$ cat src/rtl/gf16_sched_pkg.sv
// Shared types and constants for the masked GF(2^4) multiplier scheduler:
// FSM states, LFSR polynomial/default seed and operand share packing offsets.
package gf16_sched_pkg;

    typedef enum logic [1:0] {
        S_SEED,
        S_WARM,
        S_RUN
    } state_t;

    localparam logic [31:0] LFSR_POLY     = 32'h0040_0007;
    localparam logic [31:0] LFSR_DEF_SEED = 32'h0000_0001;

    localparam int OP_W     = 24;
    localparam int OFF_INH0 = 20;
    localparam int OFF_INH1 = 16;
    localparam int OFF_INL0 = 12;
    localparam int OFF_INL1 = 8;
    localparam int OFF_IN0  = 4;
    localparam int OFF_IN1  = 0;

    // One Galois step: shift left, fold x^32 back through the tap mask.
    function automatic logic [31:0] lfsr_step(input logic [31:0] s);
        return s[31] ? ({s[30:0], 1'b0} ^ LFSR_POLY) : {s[30:0], 1'b0};
    endfunction

endpackage

$ cat src/rtl/gf16_sched_lfsr.sv
// 32-bit Galois LFSR advancing 8 steps per cycle, with seed load and
// zero-seed substitution; exposes the low byte as fresh mask randomness.
module gf16_sched_lfsr
    import gf16_sched_pkg::*;
(
    input  logic        clk,
    input  logic        rst,
    input  logic        load,
    input  logic        adv,
    input  logic [31:0] seed,
    output logic [7:0]  rnd
);

    logic [31:0] state;

    function automatic logic [31:0] step8(input logic [31:0] s);
        logic [31:0] t;
        t = s;
        for (int i = 0; i < 8; i++) begin
            t = lfsr_step(t);
        end
        return t;
    endfunction

    always_ff @(posedge clk or posedge rst) begin
        if (rst) begin
            state <= LFSR_DEF_SEED;
        end else if (load) begin
            // An all-zero state would lock the LFSR, so substitute the default.
            state <= (seed == 32'h0) ? LFSR_DEF_SEED : seed;
        end else if (adv) begin
            state <= step8(state);
        end
    end

    assign rnd = state[7:0];

endmodule

$ cat src/rtl/gf16_mul_sched.sv
// Round-robin scheduler sharing one 2-share masked GF(2^4) multiplier among
// N_REQ requesters. Optional macro GF16_SCHED_ZEROIZE_EN zeroes idle operands.
module gf16_mul_sched
    import gf16_sched_pkg::*;
#(
    parameter int N_REQ    = 4,
    parameter int MUL_LAT  = 1,
    parameter int WARM_CYC = 16,
    parameter int ID_W     = 2
) (
    input  logic                  CLK,
    input  logic                  RST,
    input  logic                  seed_valid,
    input  logic [31:0]           seed,
    input  logic [N_REQ-1:0]      req,
    input  logic [N_REQ*OP_W-1:0] req_data,
    output logic [N_REQ-1:0]      gnt,
    output logic [OP_W-1:0]       mul_op,
    output logic [7:0]            mul_r,
    input  logic [15:0]           mul_res,
    output logic                  res_valid,
    output logic [ID_W-1:0]       res_id,
    output logic [15:0]           res_data,
    output logic                  busy
);

    localparam int CNT_W = (WARM_CYC > 1) ? $clog2(WARM_CYC) : 1;

    state_t            state;
    logic [CNT_W-1:0]  warm_cnt;
    logic [ID_W-1:0]   ptr;
    logic [ID_W-1:0]   ptr_next;
    logic              gnt_any;
    logic [ID_W-1:0]   gnt_idx;
    logic [7:0]        rnd;
    logic [MUL_LAT-1:0] tag_vld;
    logic [ID_W-1:0]   tag_id [MUL_LAT];

    gf16_sched_lfsr u_lfsr (
        .clk  (CLK),
        .rst  (RST),
        .load (seed_valid),
        .adv  ((state == S_WARM) || (state == S_RUN)),
        .seed (seed),
        .rnd  (rnd)
    );

    // Round-robin search starting at ptr, wrapping at N_REQ-1.
    always_comb begin
        gnt_any = 1'b0;
        gnt_idx = '0;
        gnt     = '0;
        if (state == S_RUN) begin
            for (int k = 0; k < N_REQ; k++) begin
                if (!gnt_any && req[(int'(ptr) + k) % N_REQ]) begin
                    gnt_any = 1'b1;
                    gnt_idx = ID_W'((int'(ptr) + k) % N_REQ);
                end
            end
        end
        if (gnt_any) begin
            gnt[gnt_idx] = 1'b1;
        end
    end

    assign ptr_next = (gnt_idx == ID_W'(N_REQ - 1)) ? '0 : gnt_idx + 1'b1;

    always_ff @(posedge CLK or posedge RST) begin
        if (RST) begin
            state    <= S_SEED;
            warm_cnt <= '0;
            ptr      <= '0;
        end else begin
            if (gnt_any) begin
                ptr <= ptr_next;
            end
            if (seed_valid) begin
                state    <= S_WARM;
                warm_cnt <= '0;
            end else begin
                case (state)
                    S_WARM: begin
                        if (warm_cnt == CNT_W'(WARM_CYC - 1)) begin
                            state <= S_RUN;
                        end else begin
                            warm_cnt <= warm_cnt + 1'b1;
                        end
                    end
                    S_SEED, S_RUN: ;
                    default: state <= S_SEED;
                endcase
            end
        end
    end

    // Tag pipeline runs independently of the FSM so in-flight ops drain across a reseed.
    always_ff @(posedge CLK or posedge RST) begin
        if (RST) begin
            tag_vld <= '0;
            for (int i = 0; i < MUL_LAT; i++) begin
                tag_id[i] <= '0;
            end
        end else begin
            tag_vld[0] <= gnt_any;
            tag_id[0]  <= gnt_idx;
            for (int i = 1; i < MUL_LAT; i++) begin
                tag_vld[i] <= tag_vld[i-1];
                tag_id[i]  <= tag_id[i-1];
            end
        end
    end

`ifdef GF16_SCHED_ZEROIZE_EN
    assign mul_op = gnt_any ? req_data[int'(gnt_idx)*OP_W +: OP_W] : '0;
    assign mul_r  = gnt_any ? rnd : 8'h00;
`else
    logic [ID_W-1:0] sel_q;
    logic            sel_vld;
    logic [7:0]      r_hold;

    // Idle cycles replay the last selection so the datapath inputs stay still.
    always_ff @(posedge CLK or posedge RST) begin
        if (RST) begin
            sel_q   <= '0;
            sel_vld <= 1'b0;
            r_hold  <= 8'h00;
        end else if (gnt_any) begin
            sel_q   <= gnt_idx;
            sel_vld <= 1'b1;
            r_hold  <= rnd;
        end
    end

    assign mul_op = gnt_any ? req_data[int'(gnt_idx)*OP_W +: OP_W] :
                    sel_vld ? req_data[int'(sel_q)*OP_W +: OP_W]   : '0;
    assign mul_r  = gnt_any ? rnd : r_hold;
`endif

    assign res_valid = tag_vld[MUL_LAT-1];
    assign res_id    = tag_id[MUL_LAT-1];
    assign res_data  = mul_res;
    assign busy      = (state != S_RUN) || (|tag_vld);

endmodule

$ cat config.mk
export PLATFORM = sky130hd
export DESIGN_NAME = gf16_mul_sched
export DESIGN_NICKNAME = d
export VERILOG_FILES = /design/src/rtl/gf16_sched_pkg.sv /design/src/rtl/gf16_sched_lfsr.sv /design/src/rtl/gf16_mul_sched.sv
export SDC_FILE = /design/constraint.sdc
export NUM_CORES = 1
export LEC_CHECK = 0
export ABC_AREA = 0
export BUFFER_PORTS_ARGS = -buffer_cell sky130_fd_sc_hd__buf_2
export CAP_MARGIN = 20
export CORE_MARGIN = 4
export CORE_UTILIZATION = 40
export DETAILED_ROUTE_END_ITERATION = 12
export GPL_TIMING_DRIVEN = 0
export PLACE_DENSITY = 0.67
export SYNTH_ARGS = -nofsm -noshare
export SYNTH_HDL_FRONTEND = slang
export SYNTH_SLANG_ARGS = --single-unit
$ cat constraint.sdc
create_clock -name CLK -period 5.1 [get_ports CLK]
set_input_delay 0 -clock CLK [delete_from_list [all_inputs] [get_ports CLK]]
set_output_delay 0 -clock CLK [all_outputs]
set_load 0.05 [all_outputs]
[Yosys cells after proc, flatten, opt, wreduce, memory -nomap -nowiden]
Cells that the tools add are included.
Storage, ports and cells
  bits in registers: 54
  bits of input ports: 151
  output and inout bits: 56
  logic and storage cells: 110
Operators by class
  add/sub/neg operators: 5
  $mul: 2
  order comparisons: 6
  equality and inequality tests: 8
  shifts and indexed selects: 2
  mux-type cells: 48
  bitwise operators: 11
  reductions and logical operators: 19
Operators with widths (number)
  $shiftx A96 B8 Y24: 2
  $mux W23: 8
  $mux W32: 3
  $mux W24: 2
  $logic_not A32 Y1: 1
  $not A4 Y4: 8
  $mux W1: 16
  $mux W2: 8
  $mux W4: 4
  $lt A3 B4 Y1 const B: 3
  $bmux W1 S2: 4
  $mul A2 B2 Y4 const B: 2
  $mux W8: 1
  $reduce_or A2 Y1: 4
  $lt A2 B3 Y1 const B: 2
  $ne A2 B2 Y1 const B: 3
  $add A2 B1 Y2 const B: 2
  $add A2 B2 Y2 const B: 2
  $add A4 B1 Y4 const B: 1
  $eq A2 B2 Y1 const B: 2
  $eq A4 B4 Y1 const B: 1
  $logic_and A1 B1 Y1: 4
  $pmux W2 S2: 1
  $reduce_and A2 Y1: 2
  9 further kinds: 15

[Longest topological paths before layout]
  word-level depth: 22
  mapped depth: 9
  depth with buffers taken out: 7

[Hierarchy]
Synthesis repeated with hierarchy kept, for this count alone.
Unflattened totals
  cell total of the unflattened synthesis: 457
  area, all modules: 4448.0 um2
By module, submodules not included
  gf16_mul_sched: times used 1, cells each 262, area each 2645.0 um2, sequential area each 550.5 um2
  gf16_sched_lfsr: times used 1, cells each 195, area each 1803.0 um2, sequential area each 802.0 um2

[Worst setup path before layout]
No wires, ideal clock.
  path type: register -> output
  start: register ptr[0]
  end: output mul_op[0]
  data arrival time: 2.881 ns
  data required time: 5.100 ns
  slack: 2.219 ns
  cell stages (with the launch flop): 7
  path through: dfrtp_1 or2b_1 a21oi_1 or2_1 buf_6 a221oi_1 o41ai_1
Between the ends
  longest elaborated chain between the ends: 19
  elaborated cells on any way between the ends: 36
RTL lines
  from (decl): line gf16_mul_sched.sv:31  | logic [ID_W-1:0] ptr;
  from (signal assigned): line gf16_mul_sched.sv:75  | ptr <= ptr_next;
  branches (longest 18 deep; another with $add A2 B1 Y2)
  $mux W24 *: line gf16_mul_sched.sv:134  | assign mul_op = gnt_any ? req_data[int'(gnt_idx)*OP_W +: OP_W] :
  to (decl): line gf16_mul_sched.sv:18  | output logic [OP_W-1:0] mul_op,
Mark *: on every way between the ends. The select of a mux whose other input is x is not followed.

[Worst setup path in the final report]
  start: register state[0]
  end: output mul_r[0]
Between the ends
  longest elaborated chain between the ends: 3
RTL lines
  from (decl): line gf16_mul_sched.sv:29  | state_t state;
  from (signal assigned): line gf16_mul_sched.sv:70  | state <= S_SEED;
  from (signal assigned): line gf16_mul_sched.sv:78  | state <= S_WARM;
  from (signal assigned): line gf16_mul_sched.sv:84  | state <= S_RUN;
  $eq A2 B2 Y1: line gf16_mul_sched.sv:53  | if (state == S_RUN) begin
  $mux W1: line gf16_mul_sched.sv:53
  via gnt_any: line gf16_mul_sched.sv:33  | logic gnt_any;
  $mux W8
  to (decl): line gf16_mul_sched.sv:19  | output logic [7:0] mul_r,
The timed path passes the listed nets, and every way through them passes these cells.

==> impl_metrics.toml <==
[grt]
antenna_found_initial = 1
grt_pass1_wl_um = 26400
grt_remaining_overflow = 0
grt_max_degree = 31
grt_pass1_vias = 5156
grtUsageTotal_pct = 22.2

[floorplan]
die_y_um = 121
ioPinCount = 207
initial_core_util_pct = 40.7
dieArea_um2 = 14700
core_area_um2 = 12600
die_w_um = 121
rows = 41

[routing]
drt-total-wl_um = 16700
via_per_inst = 5.43
routedWlPerCell_um = 18.4
drc = 0
first_pass_iters = 5
route.vias.total = 4938
drtIter0Drc = 413
ant_nets = 0

[sta]
fin_crit_sh_pct = 50.6
finalMaxSlewViolations = 0
fmax_mhz = 387
fin_crit_ps = 2580
finalSetupTns_ps = 0
whs_ps = 17.1
max_slew_margin_pct = 55.3
worst_pin_slew_ps = 670
clock_skew_ps = 4.95
grt_setup_unrepaired = "false"
hold_viol = 0
setup_violations = 0

[clock_tree]
clock_latency_ps = 290
numCtsBuffers = 5
post_cts_resized = 0
clkTransAtPathRegs_ps = 60
cts_tree = "built"
htree_levels = 2
holdBufCountCts = 30
cts_root_buffer = "clkbuf_16"
post_cts_buffers = 0
cts_max_path_buffers = 2
clock-sinks = 54

[critical_path]
crit_start = "state[0]"
r2r_start = "state[0]"
crit_buf_inv = 5
start_kind = "flop"
worstSetupEndpointType = "output port"
crit_path_cell_trace = "inv_1 > ha_1 > o41ai_1 > clkbuf_8 > inv_1 > clkbuf_1 > nand2_1 > nand2_1 > buf_2"
critical_path_peak_fanout = 10
path_class = "reg2out"
crit_slowest_cell = "dfrtp_1"
critPathTopFamily = "buffers and inverters"
crit_arrival_ps = 2580
required_ps = 5100
cpPeakStageDelay_ps = 400

[synthesis]
synth_area_um2 = 5140
synth_area_leaders = "dfrtp_1, mux4_4, nand2_1, o41ai_2, a221oi_2"
synth_edf_count = 0
ys_seq_area_share_pct = 26.3
avgSynthCellArea_um2 = 10.1
ys_warn_count = 0
async_reset_ff_share_pct = 100
ys_seq_elements = 54
ys.flop_type = "dfrtp_1"
ys_types = 50
synth_top_area_share_pct = 25.8
synthCells = 510
synth_fp_nets = 666
synth.largest_area_cell = "dfrtp_1"

[place]
dpl.hpwl_um = 12900
gp_congestion = 0.898
numPortBuffers = 189

[pwr]
power_density_nw_per_um2 = 541
vdd_ir_drop_max_mv = 0.248
p_leak_uw = 0.00317

[final_layout]
utilization_pct = 53.8
syn_to_final_growth_pct = 32.1
nets = 893
layout-drive-gt1-share_pct = 46.7
diodes = 0

[worst_hold_path]
hp-class = "in2reg"
min_from = "seed[1]"

[run_status]
status = "finished, final reports clean"

[job]
maxCapViolations = 0
[routing by layer]
layer	track usage (%)	part of all wire, %	vias up
li1	-	-	2300
met3	3.17	6.9	21
met1	27.9	41	2414
met5	0	0.078	-
met2	40.3	51	201
met4	4.55	1.5	2
[flip-flops by register name (all words and copies together) (netlist names)]
name          count
r_hold            8
sel_vld           1
ptr               2
sel_q             2
res_id            2
res_valid         1
warm_cnt          4
u_lfsr.state     32
state             2
[stage by stage]
step	setup WS, ps	total power (uW)	cells	instance area, um^2
final	2520	3670	909	6790
after global routing	2360	3900	909	6790
after global placement	2840	3230	871	6300
after CTS	2490	3690	909	6790
after detailed placement	2810	3270	872	6320
after floorplan	2220	2710	510	5140
[kinds of logic (layout without fill, tap and decap cells)]
logic type	count (synthesis)	in the layout	share of synthesized area [%]
muxes	47	47	16.0
buffers and inverters	72	299	11.5
DFF	54	54	26.3
AOI/OAI and AO/OA	101	101	19.3
and+or+nand+nor	207	207	21.6
adders and majority gates	5	5	1.22
xor gates and xnor gates	24	24	4.09
[where the power goes]
| part | leakage, uW | internal (uW) | switching, uW | total, uW |
|---|---|---|---|---|
| Clock | 0.0000829 | 242 | 146 | 388 |
| Combinational | 0.00243 | 988 | 1560 | 2540 |
| Sequential | 0.000665 | 596 | 145 | 741 |
| Total | 0.00317 | 1830 | 1850 | 3670 |
[placed cells by master, fill, tap and decap left out, types with 6 or more instances in the layout]
cell type        n
mux2i_1         23
inv_1            6
dlygate4sd3_1   30
clkbuf_8        16
nand2_1         96
mux4_4          20
a221oi_2        20
nor4_1           8
and2_2           7
xnor2_1         22
o41ai_2         20
clkbuf_1        16
nor2_1          11
buf_4           16
nor3_1          29
dfrtp_1         53
nor3_2          19
o21ai_0         40
and2_1          17
buf_2          193
[synthesized netlist by cell type, types with 3 or more instances]
cell type and n:
and2_1 17, buf_2 4, a221oi_1 4, nor3_2 19
mux4_2 4, mux4_4 20, dfrtp_1 53, buf_1 3
nor2_1 11, inv_1 7, nand2_1 96, nor3_1 29
and2_2 7, ha_1 5, o41ai_2 20, nand4_1 3
clkbuf_1 16, mux2i_1 23, nand2b_1 4, buf_12 4
a21oi_1 5, clkbuf_8 15, o41ai_1 5, o21ai_0 40
buf_4 16, xnor2_1 22, a221oi_2 20, nor4_1 8
[worst paths after layout]
path / depth (start not counted) / end / slack, ps
max reg2reg: 6 / u_lfsr.state[5] / 2990
min: 3 / u_lfsr.state[1] / 20
min reg2reg: 1 / sel_vld / 460
min in group asynchronous: 3 / u_lfsr.state[30] / 320
max: 9 / mul_r[0] / 2520
max in group asynchronous: 4 / ptr[0] / 4230
[tightest hold or removal path: cells and delay by family]
family	cells	cell delay, ps
compound gates	1	90
buf+inv	1	90
simple gates	1	80
[layout make-up]
cell class / instances / area, um^2
Tap cell: 172 / 215
Buffer: 63 / 546
Timing Repair Buffer: 220 / 1270
Sequential cell: 54 / 1350
Fill cell: 1180 / 5830
Multi-Input combinational cell: 384 / 3190
Clock buffer: 6 / 139
Inverter: 9 / 43.8
Clock inverter: 1 / 30.0
Power figures use the tool's default switching activity.
